### src/rtl/dl166_pkg.sv
// rtl/dl166_pkg.sv - shared constants, loader state encoding and checksum helper
package dl166_pkg;

    localparam int DEPTH = 16;
    localparam int AW    = 4;
    localparam int DW    = 8;

    typedef enum logic [2:0] {
        S_IDLE    = 3'd0,
        S_LOAD_HI = 3'd1,
        S_LOAD_LO = 3'd2,
        S_WRITE   = 3'd3,
        S_CHK_HI  = 3'd4,
        S_CHK_LO  = 3'd5,
        S_RUN     = 3'd6,
        S_ERR     = 3'd7
    } loader_state_t;

    // The image is good when the running byte sum plus the checksum byte wraps to zero.
    function automatic logic chk_ok(input logic [DW-1:0] sum, input logic [DW-1:0] chk);
        logic [DW-1:0] total;
        total = sum + chk;
        return (total == '0);
    endfunction

endpackage

### src/rtl/prog_ram.sv
// rtl/prog_ram.sv - program store, synchronous write port and asynchronous fetch port
module prog_ram
    import dl166_pkg::*;
(
    input  logic          clk,
    input  logic          we,
    input  logic [AW-1:0] wa,
    input  logic [DW-1:0] wd,
    input  logic [AW-1:0] ra,
    output logic [DW-1:0] rd
);

    logic [DW-1:0] mem [DEPTH];

    always_ff @(posedge clk) begin
        if (we) begin
            mem[wa] <= wd;
        end
    end

    assign rd = mem[ra];

endmodule

### src/rtl/prog_loader.sv
// rtl/prog_loader.sv - fills the program store from a nibble stream and releases the core on a good checksum
module prog_loader
    import dl166_pkg::*;
(
    input  logic          clk,
    input  logic          reset,
    input  logic          start,
    input  logic          nib_valid,
    input  logic [3:0]    nib,
    output logic          nib_ready,
    input  logic [AW-1:0] rd_addr,
    output logic [DW-1:0] rd_data,
    output logic          cpu_rst_n,
    output logic          busy,
    output logic          loaded,
    output logic          err
);

    loader_state_t state, state_n;
    logic [AW-1:0] ptr;
    logic [DW-1:0] sum;
    logic [3:0]    hi;
    logic [3:0]    lo;
    logic          xfer;

    assign xfer = nib_valid && nib_ready;

    always_comb begin
        state_n = state;
        case (state)
            S_IDLE, S_RUN, S_ERR: if (start) state_n = S_LOAD_HI;
            S_LOAD_HI:            if (xfer)  state_n = S_LOAD_LO;
            S_LOAD_LO:            if (xfer)  state_n = S_WRITE;
            S_WRITE:              state_n = (ptr == AW'(DEPTH - 1)) ? S_CHK_HI : S_LOAD_HI;
            S_CHK_HI:             if (xfer)  state_n = S_CHK_LO;
            S_CHK_LO:             if (xfer)  state_n = chk_ok(sum, {hi, nib}) ? S_RUN : S_ERR;
            default:              state_n = S_IDLE;
        endcase
    end

    // Outputs are decoded from the next state so they are registered yet track state exactly.
    always_ff @(posedge clk) begin
        if (!reset) begin
            state     <= S_IDLE;
            ptr       <= '0;
            sum       <= '0;
            hi        <= '0;
            lo        <= '0;
            nib_ready <= 1'b0;
            busy      <= 1'b0;
            cpu_rst_n <= 1'b0;
            loaded    <= 1'b0;
            err       <= 1'b0;
        end else begin
            state     <= state_n;
            nib_ready <= state_n inside {S_LOAD_HI, S_LOAD_LO, S_CHK_HI, S_CHK_LO};
            busy      <= state_n inside {S_LOAD_HI, S_LOAD_LO, S_WRITE, S_CHK_HI, S_CHK_LO};
            cpu_rst_n <= (state_n == S_RUN);
            loaded    <= (state_n == S_RUN);
            err       <= (state_n == S_ERR);
            case (state)
                S_IDLE, S_RUN, S_ERR: begin
                    if (start) begin
                        ptr <= '0;
                        sum <= '0;
                    end
                end
                S_LOAD_HI, S_CHK_HI: if (xfer) hi <= nib;
                S_LOAD_LO, S_CHK_LO: if (xfer) lo <= nib;
                S_WRITE: begin
                    sum <= sum + {hi, lo};
                    ptr <= ptr + AW'(1);
                end
                default: ;
            endcase
        end
    end

    prog_ram u_ram (
        .clk (clk),
        .we  (state == S_WRITE),
        .wa  (ptr),
        .wd  ({hi, lo}),
        .ra  (rd_addr),
        .rd  (rd_data)
    );

endmodule

### config.mk
export PLATFORM = sky130hd
export DESIGN_NAME = prog_loader
export DESIGN_NICKNAME = d
export VERILOG_FILES = /design/src/rtl/dl166_pkg.sv /design/src/rtl/prog_ram.sv /design/src/rtl/prog_loader.sv
export SDC_FILE = /design/constraint.sdc
export NUM_CORES = 1
export LEC_CHECK = 0
export CAP_MARGIN = 10
export CORE_MARGIN = 4
export CORE_UTILIZATION = 60
export CTS_CLUSTER_SIZE = 20
export DETAILED_ROUTE_END_ITERATION = 6
export PLACE_DENSITY = 0.79
export REMOVE_ABC_BUFFERS = 1
export SETUP_SLACK_MARGIN = 0.5
export SLEW_MARGIN = 20
export SYNTH_ARGS = -nofsm -noshare
export SYNTH_HDL_FRONTEND = slang
export SYNTH_HIERARCHICAL = 1
export SYNTH_SLANG_ARGS = --single-unit
### constraint.sdc
create_clock -name clk -period 3.1 [get_ports clk]
set_input_delay 0.62 -clock clk [delete_from_list [all_inputs] [get_ports clk]]
set_output_delay 0.62 -clock clk [all_outputs]
set_load 0.02 [all_outputs]
==> Yosys cells after proc, flatten, opt, wreduce, memory -nomap -nowiden <==
Memories as Yosys holds them, arrays and structs flattened.
Cells that the tools add are included.
W data, S select, Z words.
{ "op_classes": {"n_eq_ne": 16, "n_addsub": 3, "n_mux": 14, "bitwise_logic": 0, "shift": 0, "n_reduce_logical": 12, "div": 0, "mul": 0, "n_lt_le_gt_ge": 0} }
{ "op_table": {"columns": ["operator", "n"], "rows": [
  ["$eq A3 B3 Y1 const B", 8],
  ["$mux W3", 6],
  ["$pmux W3 S6", 1],
  ["$add A8 B8 Y8", 2],
  ["$pmux W8 S2", 1],
  ["$eq A3 B2 Y1 const B", 4],
  ["$logic_not A8 Y1", 1],
  ["$mux W8", 1],
  ["$pmux W4 S2", 1],
  ["$eq A3 B1 Y1 const B", 2],
  ["$reduce_and A2 Y1", 3],
  ["$reduce_bool A5 Y1", 1],
  ["$add A4 B1 Y4 const B", 1],
  ["$eq A4 B4 Y1 const B", 1],
  ["$mux W4", 1],
  ["$reduce_bool A4 Y1", 1],
  ["$reduce_or A2 Y1", 2],
  ["$logic_not A3 Y1", 1],
  ["$mux W1", 3],
  ["$reduce_or A3 Y1", 1],
  ["$ne A2 B2 Y1 const B", 1],
  ["$reduce_bool A2 Y1", 1],
  ["$logic_and A1 B1 Y1", 1]
]} }
{ "word_totals": {"mem_count": 1, "in_bits": 12, "ff_bits": 27, "romBits": 0, "ramBits": 128, "latchBits": 0, "wordCells": 55} }
{ "mem_list": {"columns": ["memory", "words", "word_bits", "rd", "rd_ports_with_merged_regs", "write_ports", "line_no", "rtl"], "rows": [
  ["u_ram.mem", 16, 8, 1, 0, 1, "prog_ram.sv:13", "logic [DW-1:0] mem [DEPTH];"]
]} }

==> Depth between registers and ports, before layout <==
{ "logic_depth": {"depth_word": 7, "mapped_depth": 8, "ltp_nobuf": 8} }

==> Cells and area by module <==
The synthesis kept the hierarchy.
{ "modules_own_cells": {"columns": ["module", "area_each_um2", "seq_area_each_um2", "cells_per_inst", "n_inst"], "rows": [
  ["prog_ram", 4987.3, 3843.7, 221, 1],
  ["prog_loader", 1681.6, 540.5, 189, 1]
]} }

==> Worst setup path after synthesis <==
Ideal clock, no wire load.
{ "synth_path": {"path_kind": "register -> register", "startpoint": "register state[2]", "endpoint": "memory u_ram.mem[0][0] (enable)", "stages_incl_launch_ff": 8, "arrival_time_ns": 2.291, "path_buffers": 2, "period_less_slack_ns": 2.675, "path_slack_ns": 0.425, "setup_ns": 0.383, "t_required_ns": 2.717, "cell_sequence": "dfxtp_1 buf_2 nand2b_1 or2_1 inv_2 buf_2 or3b_2 nor3_1"} }
{ "synth_via": {"elab_chain_len": 3} }
{ "synth_lines": {"columns": ["element", "line_no", "rtl"], "rows": [
  ["start: declaration", "prog_loader.sv:19", "loader_state_t state, state_n;"],
  ["start signal: assignment", "prog_loader.sv:55", "state <= state_n;"],
  ["$eq A3 B2 Y1", "prog_loader.sv:81", ".we (state == S_WRITE),"],
  ["$mux W1", "prog_ram.sv:16", "if (we) begin"],
  ["$mux W1 (not written as such)", "prog_ram.sv:17", "mem[wa] <= wd;"],
  ["end: declaration", "prog_ram.sv:13", null]
]} }
No other way between the ends.

==> Worst setup path after layout <==
{ "layout_path": {"startpoint": "input port rd_addr[0]", "endpoint": "output port rd_data[2]"} }
{ "layout_via": {"elab_chain_len": 1} }
{ "layout_lines": {"columns": ["element", "line_no", "rtl"], "rows": [
  ["start: declaration", "prog_loader.sv:11", "input logic [AW-1:0] rd_addr,"],
  ["$mem_v2 Z16 W8", null, null],
  ["end: declaration", "prog_loader.sv:12", "output logic [DW-1:0] rd_data,"]
]} }
No other way between the ends.

==> reports/metrics.yaml <==
status: "completed"
dpl-instance-area_um2: 7200
crit_fanout: 7
synth_top_cell_by_area: "edfxtp_1"
p_seq_share_pct: 47.3
place_congestion: 0.842
p_sw_uw: 925
io_buffers: 24
finalClockSkew_ns: 0.00985
min_period_ns: 2.66
clock_sinks: 155
setup_slack_ns: 0.444
vias: 3959
wl_per_cell_um: 23.8
cts_buffers: 17
required_ns: 2.48
ctsHoldBuffers: 0
drv_slew: 0
synth_cell_type_count: 57
die_area_um2: 12900
coreArea_um2: 10800
hold_viol: 0
synth_top_flop_cell: "edfxtp_1"
p_per_area_nw_per_um2: 592
synth_area_um2: 6670
ant_nets: 0
dieWidth_um: 113
hpwl_um: 8540
detail_route.wirelength_um: 14800
fin_area_um2: 8020
cp-start-kind: "input port"
period_share_pct: 85.7
final_nets: 495
stdcell_count: 621
cts.reportedPaths.clkPinSlew_ns: 0.06
clkPwrFrac_pct: 47.8
first_pass_iters: 5
crit_arrival_ns: 2.04
syn_avg_cell_area_um2: 16.3
grt_pass1_vias: 3937
grt_pass1_wl_um: 23000
cts_tree: "done"
rsz0062_at_grt: "yes"
ys_ff_latch: 155
power.share.combinational_pct: 5.0
clockBufferDepth: 2
io_pins: 25
n_antenna_cell: 0
clock_latency_ns: 0.52
timing.slew.headroom_pct: 48.3
max-vdd-ir-drop_mv: 0.411
hold_class: "flop to flop"
num_rows: 38
fillers: 656
die-height_um: 113
synthToLayoutAreaGrowth_pct: 20.2
p_int_mw: 3.82
syn_inst: 410
tightest_slew_ns: 0.774
async_reset_ff_share_pct: 0
yosysSeqAreaShare_pct: 65.7
htreeDepth: 4
fmax_mhz: 376
drt_iter0_drc: 341
place_inst: 584
ys_warn_count: 6
track_usage_pct: 24.6
avgViaCountPerCell: 6.38
pre_cts_slack_ns: -0.178
overflow: 0
synth_top_area_share_pct: 57.6
grt_max_degree: 22
p_leak_nw: 2.83
antenna_found_initial: 0
drc_errors: 0
end_kind: "primary output"
clock-root-buffer: "clkbuf_8"
setup_viol: 0
ff_latch_area_um2: 4390
swShare_pct: 19.5
yosys-top-cells-area: "edfxtp_1, dfxtp_1, mux4_2"
drive_above_1_share_pct: 26.0
start_util_pct: 61.5
synth-edff-count: 128
multi_input_area_um2: 2180
crit_type: "input port to primary output"
max_cap_violations: 0
==> cells in the mapped netlist (all sizes together) (2+ instances only) <==
library cell	count
edfxtp	128
mux4	32
dfxtp	27
nor2	23
a22oi	21
nor2b	17
nand2	16
a21oi	12
buf	12
ha	12
mux2i	10
o21ai	10
nand3	9
inv	8
nor3	8
nand3b	6
clkbuf	5
and2	4
nand2b	4
xnor2	4
clkdlybuf4s25	3
nand4	3
xor2	3
a211oi	2
a21o	2
a31oi	2
fa	2
nor4	2
o211ai	2
or2	2
or3b	2
==> placed cells by master (no fill, tap or decap), types with 3 or more instances in the layout <==
| cell | netlist | final |
|---|---|---|
| mux2i_1 | 10 | 10 |
| inv_1 | 6 | 6 |
| o21ai_1 | 5 | 5 |
| nand3_1 | 9 | 9 |
| nand3b_1 | 6 | 6 |
| nand4_1 | 3 | 3 |
| nand2_1 | 16 | 15 |
| xor2_1 | 3 | 3 |
| clkbuf_16 | 0 | 16 |
| buf_4 | 2 | 29 |
| edfxtp_1 | 128 | 128 |
| nor3_1 | 6 | 6 |
| ha_1 | 12 | 12 |
| nor2_1 | 23 | 22 |
| mux4_1 | 14 | 7 |
| a22oi_1 | 21 | 9 |
| bufinv_16 | 0 | 6 |
| and2_1 | 4 | 3 |
| xnor2_1 | 4 | 4 |
| a21oi_1 | 12 | 12 |
| mux4_2 | 18 | 25 |
| buf_16 | 0 | 4 |
| clkbuf_1 | 5 | 4 |
| buf_12 | 0 | 3 |
| clkdlybuf4s50_1 | 0 | 12 |
| dfxtp_1 | 27 | 26 |
| clkinv_4 | 0 | 3 |
| buf_2 | 7 | 6 |
| a22oi_2 | 0 | 12 |
| o21ai_0 | 4 | 4 |
| nand2b_1 | 4 | 4 |
| nor2b_1 | 17 | 17 |
==> registers in the layout (all words and copies together), names as in the netlist <==
register / flops
err: 1
loaded: 1
ptr: 4
state: 3
nib_ready: 1
lo: 4
hi: 4
busy: 1
sum: 8
u_ram/mem: 128
==> kinds of logic (layout without fill, tap and decap cells) <==
| kind of cell | count (synthesis) | in the layout | synth area share [%] |
|---|---|---|---|
| and+or+nand+nor | 100 | 100 | 8.10 |
| xor gates and xnor gates | 7 | 7 | 0.919 |
| muxes | 42 | 42 | 13.1 |
| adders and majority gates | 14 | 14 | 2.85 |
| DFF | 155 | 155 | 65.7 |
| buffers and inverters | 28 | 99 | 2.44 |
| AOI/OAI and AO/OA | 64 | 64 | 6.85 |
==> stage by stage <==
step | util (%) | total power, mW | hold slack (ns) | setup TNS, ns
2_1_floorplan | - | 2.38 | 0.441 | 0
3_3_place_gp | 66.4 | 2.48 | 0.457 | -0.782
3_5_place_dp | 66.4 | 2.49 | 0.476 | -0.968
4_1_cts | 74.0 | 4.75 | 0.485 | 0
5_1_grt | 73.9 | 4.90 | 0.523 | 0
6_report | 73.9 | 4.75 | 0.481 | 0
==> cell type report <==
class	count	area share (%)
Clock buffer	21	5.35
Clock inverter	10	2.68
Multi-Input combinational cell	227	27.1
Tap cell	140	2.19
Inverter	8	0.390
Sequential cell	155	54.7
Timing Repair Buffer	60	7.54
==> layer usage <==
layer / GRT usage [%] / wire, um / vias to the layer above
met3: 5.68 / 1230 / 29
li1: - / - / 1752
met4: 10.5 / 406 / 0
met5: 0 / 0 / -
met2: 39.8 / 7520 / 208
met1: 32.5 / 5650 / 1970
==> worst paths after layout <==
kind               from               to  slack, ns  cells after the start
max          rd_addr[0]       rd_data[2]       0.44                      6
min              sum[6]           sum[6]       0.48                      2
max reg2reg    state[2]  u_ram/mem[0][6]       0.62                      6
min reg2reg      sum[6]           sum[6]       0.48                      2
==> power by group through the flow <==
| stage | sequential (mW) | combinational (mW) | clock [mW] |
|---|---|---|---|
| 3_5_place_dp | 2.29 | 0.200 | 0 |
| 2_1_floorplan | 2.29 | 0.0940 | 0 |
| 4_1_cts | 2.24 | 0.232 | 2.28 |
| 3_3_place_gp | 2.29 | 0.196 | 0 |
| 5_1_grt | 2.24 | 0.250 | 2.40 |
| 6_report | 2.24 | 0.235 | 2.27 |
==> repair_timing <==
item | CTS | global route
cloned | 4 | 0
pin swaps | 3 | 7
setup buffers | 2 | 0
gates resized for setup | 63 | 14
endpoints found under the setup margin | 11 | 18
==> worst max-delay path, stage by stage <==
cell,delay (ns)
buf_12,0.13
buf_12,0.14
mux4_1,0.56
a22oi_2,0.22
nand2_1,0.09
clkdlybuf4s15_2,0.26
(Power assumes the default switching activity.)
